--- config.mk ---
export PLATFORM = sky130hd
export DESIGN_NAME = usb_tx_packer_flat
export DESIGN_NICKNAME = d
export VERILOG_FILES = /design/src/rtl/usb_tx_packer_pkg.sv /design/src/rtl/usb_tx_packer_if.sv /design/src/rtl/usb_tx_fifo.sv /design/src/rtl/usb_tx_packer.sv /design/src/flat_wrapper.sv
export SDC_FILE = /design/constraint.sdc
export NUM_CORES = 1
export LEC_CHECK = 0
export ABC_AREA = 1
export BUFFER_PORTS_ARGS = -buffer_cell sky130_fd_sc_hd__buf_2
export CAP_MARGIN = 0
export CORE_UTILIZATION = 35
export CTS_BUF_LIST = sky130_fd_sc_hd__clkbuf_16
export CTS_CLUSTER_SIZE = 40
export DETAILED_ROUTE_END_ITERATION = 10
export SKIP_CTS_REPAIR_TIMING = 1
export SLEW_MARGIN = 5
export SYNTH_ARGS = -nofsm -noshare
export SYNTH_HDL_FRONTEND = slang
export SYNTH_SLANG_ARGS = --single-unit
export TNS_END_PERCENT = 100
--- constraint.sdc ---
create_clock -name clk -period 10.5 [get_ports clk]
set_clock_uncertainty 0.05 [all_clocks]
set_input_delay 2.1 -clock clk [delete_from_list [all_inputs] [get_ports clk]]
set_output_delay 2.1 -clock clk [all_outputs]
set_load 0.01 [all_outputs]
--- src/rtl/usb_tx_packer_pkg.sv ---
// Shared types and constants for the FX3 slave-FIFO write path.
// Holds the write-engine state encoding and FX3 interface constants.
package usb_tx_packer_pkg;

    typedef enum logic [1:0] {
        IDLE,
        WRITE,
        PKTEND
    } tx_state_t;

    localparam logic [1:0]  FX3_WR_ADDR      = 2'b00;
    localparam int unsigned FX3_FLAG_LATENCY = 3;
    localparam int unsigned WORD_W           = 32;

endpackage

--- src/rtl/usb_tx_packer_if.sv ---
// Upstream word stream plus FX3 GPIF2 slave-FIFO write-side signals.
// master = the packer (drives the FX3 bus), slave = upstream source and FX3.
interface usb_tx_packer_if;
    import usb_tx_packer_pkg::*;

    logic              s_valid;
    logic [WORD_W-1:0] s_data;
    logic              s_ready;
    logic [WORD_W-1:0] fdata_o;
    logic              fdata_oe;
    logic [1:0]        faddr;
    logic              slcs;
    logic              slwr;
    logic              pktend;
    logic              flag_full_n;
    logic              flag_wm_n;

    modport master (
        input  s_valid, s_data, flag_full_n, flag_wm_n,
        output s_ready, fdata_o, fdata_oe, faddr, slcs, slwr, pktend
    );

    modport slave (
        output s_valid, s_data, flag_full_n, flag_wm_n,
        input  s_ready, fdata_o, fdata_oe, faddr, slcs, slwr, pktend
    );

endinterface

--- src/rtl/usb_tx_fifo.sv ---
// First-word-fall-through buffer absorbing FX3 flag latency.
// ready is registered from the next-cycle fill level so it never admits a word into a full FIFO.
module usb_tx_fifo
    import usb_tx_packer_pkg::*;
#(
    parameter int unsigned DEPTH = 8,
    parameter int unsigned WIDTH = WORD_W
) (
    input  logic             clk,
    input  logic             rst,
    input  logic             push,
    input  logic [WIDTH-1:0] din,
    input  logic             pop,
    output logic [WIDTH-1:0] dout,
    output logic             empty,
    output logic             ready
);

    localparam int unsigned AW       = $clog2(DEPTH);
    localparam logic [AW:0] FULL_CNT = DEPTH[AW:0];

    logic [WIDTH-1:0] mem [DEPTH];
    logic [AW:0]      wr_ptr;
    logic [AW:0]      rd_ptr;
    logic [AW:0]      count;
    logic [AW:0]      count_next;
    logic             ready_q;
    logic             do_push;
    logic             do_pop;

    assign count      = wr_ptr - rd_ptr;
    assign empty      = (count == '0);
    assign do_push    = push & ready_q;
    assign do_pop     = pop & ~empty;
    assign count_next = count + {{AW{1'b0}}, do_push} - {{AW{1'b0}}, do_pop};
    assign dout       = mem[rd_ptr[AW-1:0]];
    assign ready      = ready_q;

    always_ff @(posedge clk or posedge rst) begin
        if (rst) begin
            wr_ptr  <= '0;
            rd_ptr  <= '0;
            ready_q <= 1'b0;
        end else begin
            if (do_push) wr_ptr <= wr_ptr + 1'b1;
            if (do_pop)  rd_ptr <= rd_ptr + 1'b1;
            ready_q <= (count_next != FULL_CNT);
        end
    end

    always_ff @(posedge clk) begin
        if (do_push) mem[wr_ptr[AW-1:0]] <= din;
    end

endmodule

--- src/rtl/usb_tx_packer.sv ---
// FX3 slave-FIFO write engine: drains buffered capture words into the write socket
// and closes partial packets with pktend after an idle timeout.
module usb_tx_packer
    import usb_tx_packer_pkg::*;
#(
    parameter int unsigned DEPTH     = 8,
    parameter int unsigned PKT_WORDS = 256,
    parameter int unsigned TIMEOUT   = 1024,
    parameter logic [1:0]  TX_ADDR   = FX3_WR_ADDR
) (
    input  logic            clk,
    input  logic            rst,
    usb_tx_packer_if.master bus,
    output logic            busy
);

    localparam int unsigned SYNC_STAGES = FX3_FLAG_LATENCY - 1;
    localparam int unsigned CW          = $clog2(PKT_WORDS);
    localparam int unsigned TW          = $clog2(TIMEOUT);
    localparam logic [CW-1:0] PKT_LAST   = CW'(PKT_WORDS - 1);
    localparam logic [TW-1:0] TIMER_LAST = TW'(TIMEOUT - 1);

    tx_state_t        state_q, state_d;
    logic [CW-1:0]    pkt_cnt_q, pkt_cnt_d;
    logic [TW-1:0]    timer_q, timer_d;
    logic [SYNC_STAGES-1:0] full_sync_q, wm_sync_q;
    logic             ok;
    logic             push;
    logic             pop;
    logic             pend;
    logic             fifo_empty;
    logic             fifo_ready;
    logic [WORD_W-1:0] fifo_head;
    logic [WORD_W-1:0] fdata_q;
    logic             fdata_oe_q;
    logic             slcs_q;
    logic             slwr_q;
    logic             pktend_q;

    usb_tx_fifo #(
        .DEPTH (DEPTH),
        .WIDTH (WORD_W)
    ) u_fifo (
        .clk   (clk),
        .rst   (rst),
        .push  (push),
        .din   (bus.s_data),
        .pop   (pop),
        .dout  (fifo_head),
        .empty (fifo_empty),
        .ready (fifo_ready)
    );

    assign push        = bus.s_valid & fifo_ready;
    assign bus.s_ready = fifo_ready;
    assign busy        = ~fifo_empty | (pkt_cnt_q != '0);

    // FX3 flags arrive from the pclk domain; the watermark covers this delay.
    always_ff @(posedge clk or posedge rst) begin
        if (rst) begin
            full_sync_q <= '0;
            wm_sync_q   <= '0;
        end else begin
            full_sync_q <= {full_sync_q[SYNC_STAGES-2:0], bus.flag_full_n};
            wm_sync_q   <= {wm_sync_q[SYNC_STAGES-2:0], bus.flag_wm_n};
        end
    end

    assign ok = full_sync_q[SYNC_STAGES-1] & wm_sync_q[SYNC_STAGES-1];

    always_ff @(posedge clk or posedge rst) begin
        if (rst) begin
            state_q   <= IDLE;
            pkt_cnt_q <= '0;
            timer_q   <= '0;
        end else begin
            state_q   <= state_d;
            pkt_cnt_q <= pkt_cnt_d;
            timer_q   <= timer_d;
        end
    end

    always_comb begin
        state_d   = state_q;
        pkt_cnt_d = pkt_cnt_q;
        timer_d   = timer_q;
        pop       = 1'b0;
        pend      = 1'b0;
        unique case (state_q)
            IDLE: begin
                if (!fifo_empty && ok) begin
                    state_d = WRITE;
                end else if (fifo_empty && pkt_cnt_q != '0 && !push) begin
                    // Timer stops at its last value by leaving IDLE, so it never wraps.
                    if (timer_q == TIMER_LAST) state_d = PKTEND;
                    else                       timer_d = timer_q + 1'b1;
                end
            end
            WRITE: begin
                timer_d = '0;
                if (!fifo_empty && ok) begin
                    pop       = 1'b1;
                    pkt_cnt_d = (pkt_cnt_q == PKT_LAST) ? '0 : pkt_cnt_q + 1'b1;
                end else begin
                    state_d = IDLE;
                end
            end
            PKTEND: begin
                if (ok) begin
                    pend      = 1'b1;
                    pkt_cnt_d = '0;
                    timer_d   = '0;
                    state_d   = IDLE;
                end
            end
            default: state_d = IDLE;
        endcase
        if (push) timer_d = '0;
    end

    // Bus strobes are registered; fdata stays driven one cycle past the last strobe.
    always_ff @(posedge clk or posedge rst) begin
        if (rst) begin
            slcs_q     <= 1'b1;
            slwr_q     <= 1'b1;
            pktend_q   <= 1'b1;
            fdata_oe_q <= 1'b0;
            fdata_q    <= '0;
        end else begin
            slcs_q     <= 1'b0;
            slwr_q     <= ~pop;
            pktend_q   <= ~pend;
            fdata_oe_q <= (state_d == WRITE) | pop | ~slwr_q;
            if (pop) fdata_q <= fifo_head;
        end
    end

    assign bus.slcs     = slcs_q;
    assign bus.slwr     = slwr_q;
    assign bus.pktend   = pktend_q;
    assign bus.fdata_oe = fdata_oe_q;
    assign bus.fdata_o  = fdata_q;
    assign bus.faddr    = TX_ADDR;

endmodule

--- src/flat_wrapper.sv ---
// flat-port wrapper written by rule: the top's interface ports become plain ports
module usb_tx_packer_flat import usb_tx_packer_pkg::*;
#(
    parameter int unsigned DEPTH     = 8,
    parameter int unsigned PKT_WORDS = 256,
    parameter int unsigned TIMEOUT   = 1024,
    parameter logic [1:0]  TX_ADDR   = FX3_WR_ADDR
)
  (clk, rst, busy, bus_s_valid, bus_s_data, bus_flag_full_n, bus_flag_wm_n, bus_s_ready, bus_fdata_o, bus_fdata_oe, bus_faddr, bus_slcs, bus_slwr, bus_pktend);
  usb_tx_packer_if bus_i ();
  input  logic clk;
  input  logic rst;
  output logic busy;
  input wire logic [$bits(bus_i.s_valid)-1:0] bus_s_valid;
  input wire logic [$bits(bus_i.s_data)-1:0] bus_s_data;
  input wire logic [$bits(bus_i.flag_full_n)-1:0] bus_flag_full_n;
  input wire logic [$bits(bus_i.flag_wm_n)-1:0] bus_flag_wm_n;
  output wire logic [$bits(bus_i.s_ready)-1:0] bus_s_ready;
  output wire logic [$bits(bus_i.fdata_o)-1:0] bus_fdata_o;
  output wire logic [$bits(bus_i.fdata_oe)-1:0] bus_fdata_oe;
  output wire logic [$bits(bus_i.faddr)-1:0] bus_faddr;
  output wire logic [$bits(bus_i.slcs)-1:0] bus_slcs;
  output wire logic [$bits(bus_i.slwr)-1:0] bus_slwr;
  output wire logic [$bits(bus_i.pktend)-1:0] bus_pktend;
  assign bus_i.s_valid = bus_s_valid;
  assign bus_i.s_data = bus_s_data;
  assign bus_i.flag_full_n = bus_flag_full_n;
  assign bus_i.flag_wm_n = bus_flag_wm_n;
  assign bus_s_ready = bus_i.s_ready;
  assign bus_fdata_o = bus_i.fdata_o;
  assign bus_fdata_oe = bus_i.fdata_oe;
  assign bus_faddr = bus_i.faddr;
  assign bus_slcs = bus_i.slcs;
  assign bus_slwr = bus_i.slwr;
  assign bus_pktend = bus_i.pktend;
  usb_tx_packer #(.DEPTH(DEPTH), .PKT_WORDS(PKT_WORDS), .TIMEOUT(TIMEOUT), .TX_ADDR(TX_ADDR)) u_core (.clk(clk), .rst(rst), .bus(bus_i), .busy(busy));
endmodule
# ---- Yosys cells after proc, flatten, opt, wreduce, memory -nomap -nowiden
# Memories as Yosys holds them, arrays and structs flattened. A register that Yosys moved wholly into a read port is not among the register bits.
# Cells that the tools add are included.
# Widths: inputs -> output; s select.
dict set report totals {
  output_inout_bits 40
  inputBits 37
  ram_bits 256
  memories 1
  regBits 37
  elab_cells 77
}
dict set report classes {
  bitwise 11
  n_mux 22
  addsub 7
  eq_ne 12
  n_reduce_logical 12
}
# memory depth width read_ports rd_ports_with_merged_regs write_ports line
set mem_list {}
lappend mem_list {u_core.u_fifo.mem 8 32 1 1 1 usb_tx_fifo.sv:22} ;# logic [WIDTH-1:0] mem [DEPTH];
# op count
set ops {}
lappend ops {{$mux 10} 5}
lappend ops {{$pmux 10 s3} 1}
lappend ops {{$mux 8} 3}
lappend ops {{$pmux 8 s2} 1}
lappend ops {{$add 10x1->10 const B} 1}
lappend ops {{$eq 10x10->1 const B} 1}
lappend ops {{$mux 2} 5}
lappend ops {{$add 4x1->4 const B} 2}
lappend ops {{$add 8x1->8 const B} 1}
lappend ops {{$eq 8x8->1 const B} 1}
lappend ops {{$reduce_bool 8->1} 1}
lappend ops {{$mux 1} 6}
lappend ops {{$ne 3x1->1 const B} 2}
lappend ops {{$ne 3x2->1 const B} 2}
lappend ops {{$pmux 2 s3} 1}
lappend ops {{$reduce_and 5->1} 1}
lappend ops {{$add 4x1->4} 1}
lappend ops {{$and 1x1->1} 4}
lappend ops {{$eq 2x1->1 const B} 2}
lappend ops {{$logic_not 4->1} 1}
lappend ops {{$ne 2x1->1 const B} 2}
lappend ops {{$ne 4x4->1 const B} 1}
lappend ops {{$not 1->1} 4}
lappend ops {{$reduce_bool 4->1} 1}
lappend ops {{9 further kinds} 14}

# ---- Logic depth before layout (Yosys ltp)
dict set report logic_depth {
  depth_word 10
  mapped_depth 21
  depth_no_buf 19
}

# ---- Cells and area by module
# A second synthesis with hierarchy kept.
dict set report unflattened {
  cells_unflattened 1533
  area_unflattened_um2 14674.1
}
# mod instances seq_area_each_um2 cells_each area_per_inst_um2
set modules_own_cells {}
lappend modules_own_cells {usb_tx_fifo 1 7912.6 1203 11906.4}
lappend modules_own_cells {usb_tx_packer 1 1505.2 330 2767.7}

# ---- Worst setup path before layout
# No wires, ideal clock.
dict set report synth_path {
  path_type {in2reg}
  from {in bus_s_valid}
  to {mem u_core.u_fifo.mem[7][0] (netlist name) (enable)}
  setup_ns 0.424
  required_ns 10.026
  path_stages 4
  n_path_buf 0
  t_arrival_ns 3.833
  path_slack_ns 6.193
  cell_sequence {nand2_1 clkinv_1 nand2_1 nor2_1}
}
dict set report synth_between {
  elab_chain_len 4
}
# item line
set synth_lines {}
lappend synth_lines {{start: declaration} flat_wrapper.sv:14} ;# input wire logic [$bits(bus_i.s_valid)-1:0] bus_s_valid;
lappend synth_lines {{$and 1x1->1} usb_tx_packer.sv:54} ;# assign push = bus.s_valid & fifo_ready;
lappend synth_lines {{$and 1x1->1} usb_tx_fifo.sv:33} ;# assign do_push = push & ready_q;
lappend synth_lines {{$mux 1} usb_tx_fifo.sv:52} ;# if (do_push) mem[wr_ptr[AW-1:0]] <= din;
lappend synth_lines {{$mux 1 (not written as such)} usb_tx_fifo.sv:52}
lappend synth_lines {{end: declaration} usb_tx_fifo.sv:22}
# Every way passes these cells.

# ---- Worst setup path in the final report
dict set report layout_path {
  from {reg u_core.u_fifo.rd_ptr[1]}
  to {out busy}
}
dict set report layout_between {
  elab_chain_len 4
}
# item line
set layout_lines {}
lappend layout_lines {{start: declaration} usb_tx_fifo.sv:24} ;# logic [AW:0] rd_ptr;
lappend layout_lines {{start signal: assignment} usb_tx_fifo.sv:46} ;# if (do_pop) rd_ptr <= rd_ptr + 1'b1;
lappend layout_lines {{$sub 4x4->4} usb_tx_fifo.sv:31} ;# assign count = wr_ptr - rd_ptr;
lappend layout_lines {{$logic_not 4->1} usb_tx_fifo.sv:32} ;# assign empty = (count == '0);
lappend layout_lines {{$not 1->1} usb_tx_packer.sv:56} ;# assign busy = ~fifo_empty | (pkt_cnt_q != '0);
lappend layout_lines {{$or 1x1->1} usb_tx_packer.sv:56}
lappend layout_lines {{end: declaration} flat_wrapper.sv:13} ;# output logic busy;
# Every way passes these cells.

==> key figures <==
Routing
  • Wirelength per Cell: 17.94 um
  • Residual DRC count: 0
  • Router iterations before antenna repair: 4
  • Initial DRC count: 645
  • DR vias/cell: 5.113
  • Routed wire length: 29.28 mm
  • Antenna viol nets, final: 0
  • Via count: 8345

CTS
  • CTS tree: done
  • CTS sink cnt: 325
  • Root Driver: clkbuf_16
  • Number of CTS-inserted buffers: 35
  • Maximum buffer depth of the clock tree: 3
  • Worst skew pair latency: 0.52 ns
  • H-tree Lvls: 2
  • Worst-path clk slew: 0.06 ns

Synthesis
  • Post-synth EDFFs: 256
  • Compound-Gate Fraction of Synth Area: 0.1127
  • Register area share after synthesis: 0.7169
  • Cell variety after synth: 45
  • Post-Syn Area: 13140 sq um
  • Post-synthesis mux area share: 0
  • Yosys top cell area share: 0.5852
  • Synth area leaders: edfxtp_1 (59%), dfrtp_1 (13%), o21ai_0 (5.4%)
  • Synth Flop Type: edfxtp_1
  • Post-synthesis adder-cell area fraction: 0.01924
  • Flops & latches, synth: 325
  • Post-synth top area cell: edfxtp_1
  • Largest family of logic cells by synthesized area: compound AO/OA/AOI/OAI gates
  • Cells after Synth: between 1000 and 1500
  • Ys async rst share: 0.2123
  • Xor and xnor fraction of the mapped netlist area: 0.007334
  • Avg Inst Size Synth: 12.29 sq um
  • Synth Area in Simple Gates: 0.1110
  • Synth warnings: 0

Place
  • Placed Instance Area: ~14000 sq um
  • Pre-CTS WS: approximately 5.5 ns
  • Placed insts: 1567
  • Post-DP HPWL: 15.70 mm
  • PortBufs: between 70 and 80
  • Routability cong.: 0.7846

Cells and area
  • Fillers: approximately 3400
  • Most frequent cells in the layout: edfxtp_1 (256), nor2_1 (179), o21ai_0 (142)
  • Commonest non-fill, non-tap cell in the layout: edfxtp_1
  • Utilization after layout: 0.4088
  • Layout net count: about 1200
  • Layout area overhead: 14.47%
  • Final std cells w/o fill: about 1600
  • Cell area after layout: 15040 sq um
  • Layout cells sized above 1: 0.1472

Critical path
  • Worst EP required: 8.35 ns
  • Most frequent CP cell: nand3_1
  • Critical Path End Type: output port
  • Startpoint types: flip-flop
  • Slowest-stage cell, CP: buf_4
  • Setup CP Type: flip-flop to output port
  • R2R Setup Slk: 5.86 ns
  • Cell Chain, Critical Path: clkinv_1 > buf_4 > fa_1 > xnor2_1 > ha_1 > nand3_1 > inv_1 > nand3_1 > buf_2
  • Crit path arrival time: 3.35 ns
  • Slowest Stage Delay on Critical Path: approximately 0.54 ns
  • Critical Path Fanout Max: 45

Global routing
  • Largest net degree at the start of global routing: 96
  • Initial antenna violation count: 4
  • Gr ovfl total: 0
  • Global Route Usage Sum: 0.1526
  • Global-route wire length before repair: around 46 mm
  • Vias in the first global route: 8147

Power
  • Pwr Total: 4.091 mW
  • PwrDens: 272.0 nW/um^2
  • Max VDD drop: between 0.1 and 0.15 mV
  • Static Leak: 5.409 nW

Timing
  • PnR worst setup slack: about 5.0 ns
  • RSZ-0062 raised after global routing: no
  • Max Transition Viols Final: 0
  • Final min period: 5.498 ns
  • Max transition margin: 0.3592
  • Final TNS setup: 0 ns
  • Count of final hold-check violations: 0
  • Peak Freq: 0.1819 GHz
  • Hold_ws: 0.3025 ns
  • Slew @ Worst Pin: 0.9613 ns
  • Endpoints failing setup: 0
  • Crit share post-route: 0.5237

Job
  • Max Cap Viol: 0

Run status
  • Outcome: completed

Die
  • Row count: 70
  • Initial Utilization: 0.3571
  • Die ar.: 38310 sq um
  • Core footprint: around 37000 sq um
  • Die Ht: 195.7 um
  • Top Ports: 77
  • Die Width: between 150 and 200 um

Min path
  • Min-delay worst type: flip-flop to flip-flop
where the power goes:
group	total (mW)	internal (mW)	switching [mW]
sequential	1.74	1.62	0.116
clock	1.10	0.611	0.491
combinational	1.25	0.410	0.840
path summary, 6_finish.rpt:
kind | start | endpoint | cells after the start
min in group asynchronous | rst | u_core.bus.fdata_o[17] | 2
worst min-delay path | u_core.full_sync_q[0] | u_core.full_sync_q[1] | 0
worst min register to register | u_core.full_sync_q[0] | u_core.full_sync_q[1] | 0
max in group asynchronous | rst | u_core.u_fifo.rd_ptr[0] | 3
worst max-delay path | u_core.u_fifo.rd_ptr[1] | busy | 9
worst max register to register | u_core.u_fifo.rd_ptr[1] | u_core.u_fifo.ready | 16
state kept, by name, indices dropped and copies added (netlist names), 2 cells and up:
| register | cells |
|---|---|
| u_core.state_q | 2 |
| u_core.pkt_cnt_q | 8 |
| u_core.bus.fdata_o | 32 |
| u_core.u_fifo.wr_ptr | 4 |
| u_core.u_fifo.mem | 256 |
| u_core.u_fifo.rd_ptr | 4 |
| u_core.full_sync_q | 2 |
| u_core.wm_sync_q | 2 |
| u_core.timer_q | 10 |
cells by family (layout without fill, tap and decap cells):
kind of cell,count (synthesis),after routing
DFF,325,325
AOI/OAI and AO/OA,256,256
and+or+nand+nor,357,357
adders and majority gates,19,19
xor gates and xnor gates,11,11
buffers and inverters,100,191
other,1,5
metal layers:
layer | track usage | vias to the layer above | share of wire
li1 | - | 3960 | -
met1 | 0.2119 | 4146 | 0.46
met2 | 0.2471 | 191 | 0.47
met3 | 0.02940 | 44 | 0.050
met4 | 0.03675 | 4 | 0.016
met5 | 0 | - | 0.00089
critical path: cells and delay by family (launching register included):
| kind | cells | cell delay (ns) |
|---|---|---|
| xor gates and xnor gates | 1 | 0.24 |
| adders and majority gates | 2 | 0.63 |
| buffers and inverters | 4 | 1.37 |
| DFF | 1 | 0.35 |
| and+or+nand+nor | 2 | 0.24 |
synth_stat cells (17+ instances only):
master,count
o22ai_1,32
inv_1,36
ha_1,17
nand3_1,22
o221ai_1,32
o21ai_0,142
edfxtp_1,256
nand2_1,124
buf_2,18
o21ai_1,27
dfrtp_1,66
clkbuf_1,28
nor2_1,187
final cells by class:
cell class	count	area, sq um	area share
multi-input combinational	646	3363	0.2237
antenna	2	5.005	0.0003328
inverter	39	148.9	0.009902
clock inverter	28	152.6	0.01015
sequential	325	9423	0.6266
tap	468	585.6	0.03894
clock buffer	35	875.8	0.05825
timing repair buffer	89	483.0	0.03212
Power figures use the tool's default switching activity.
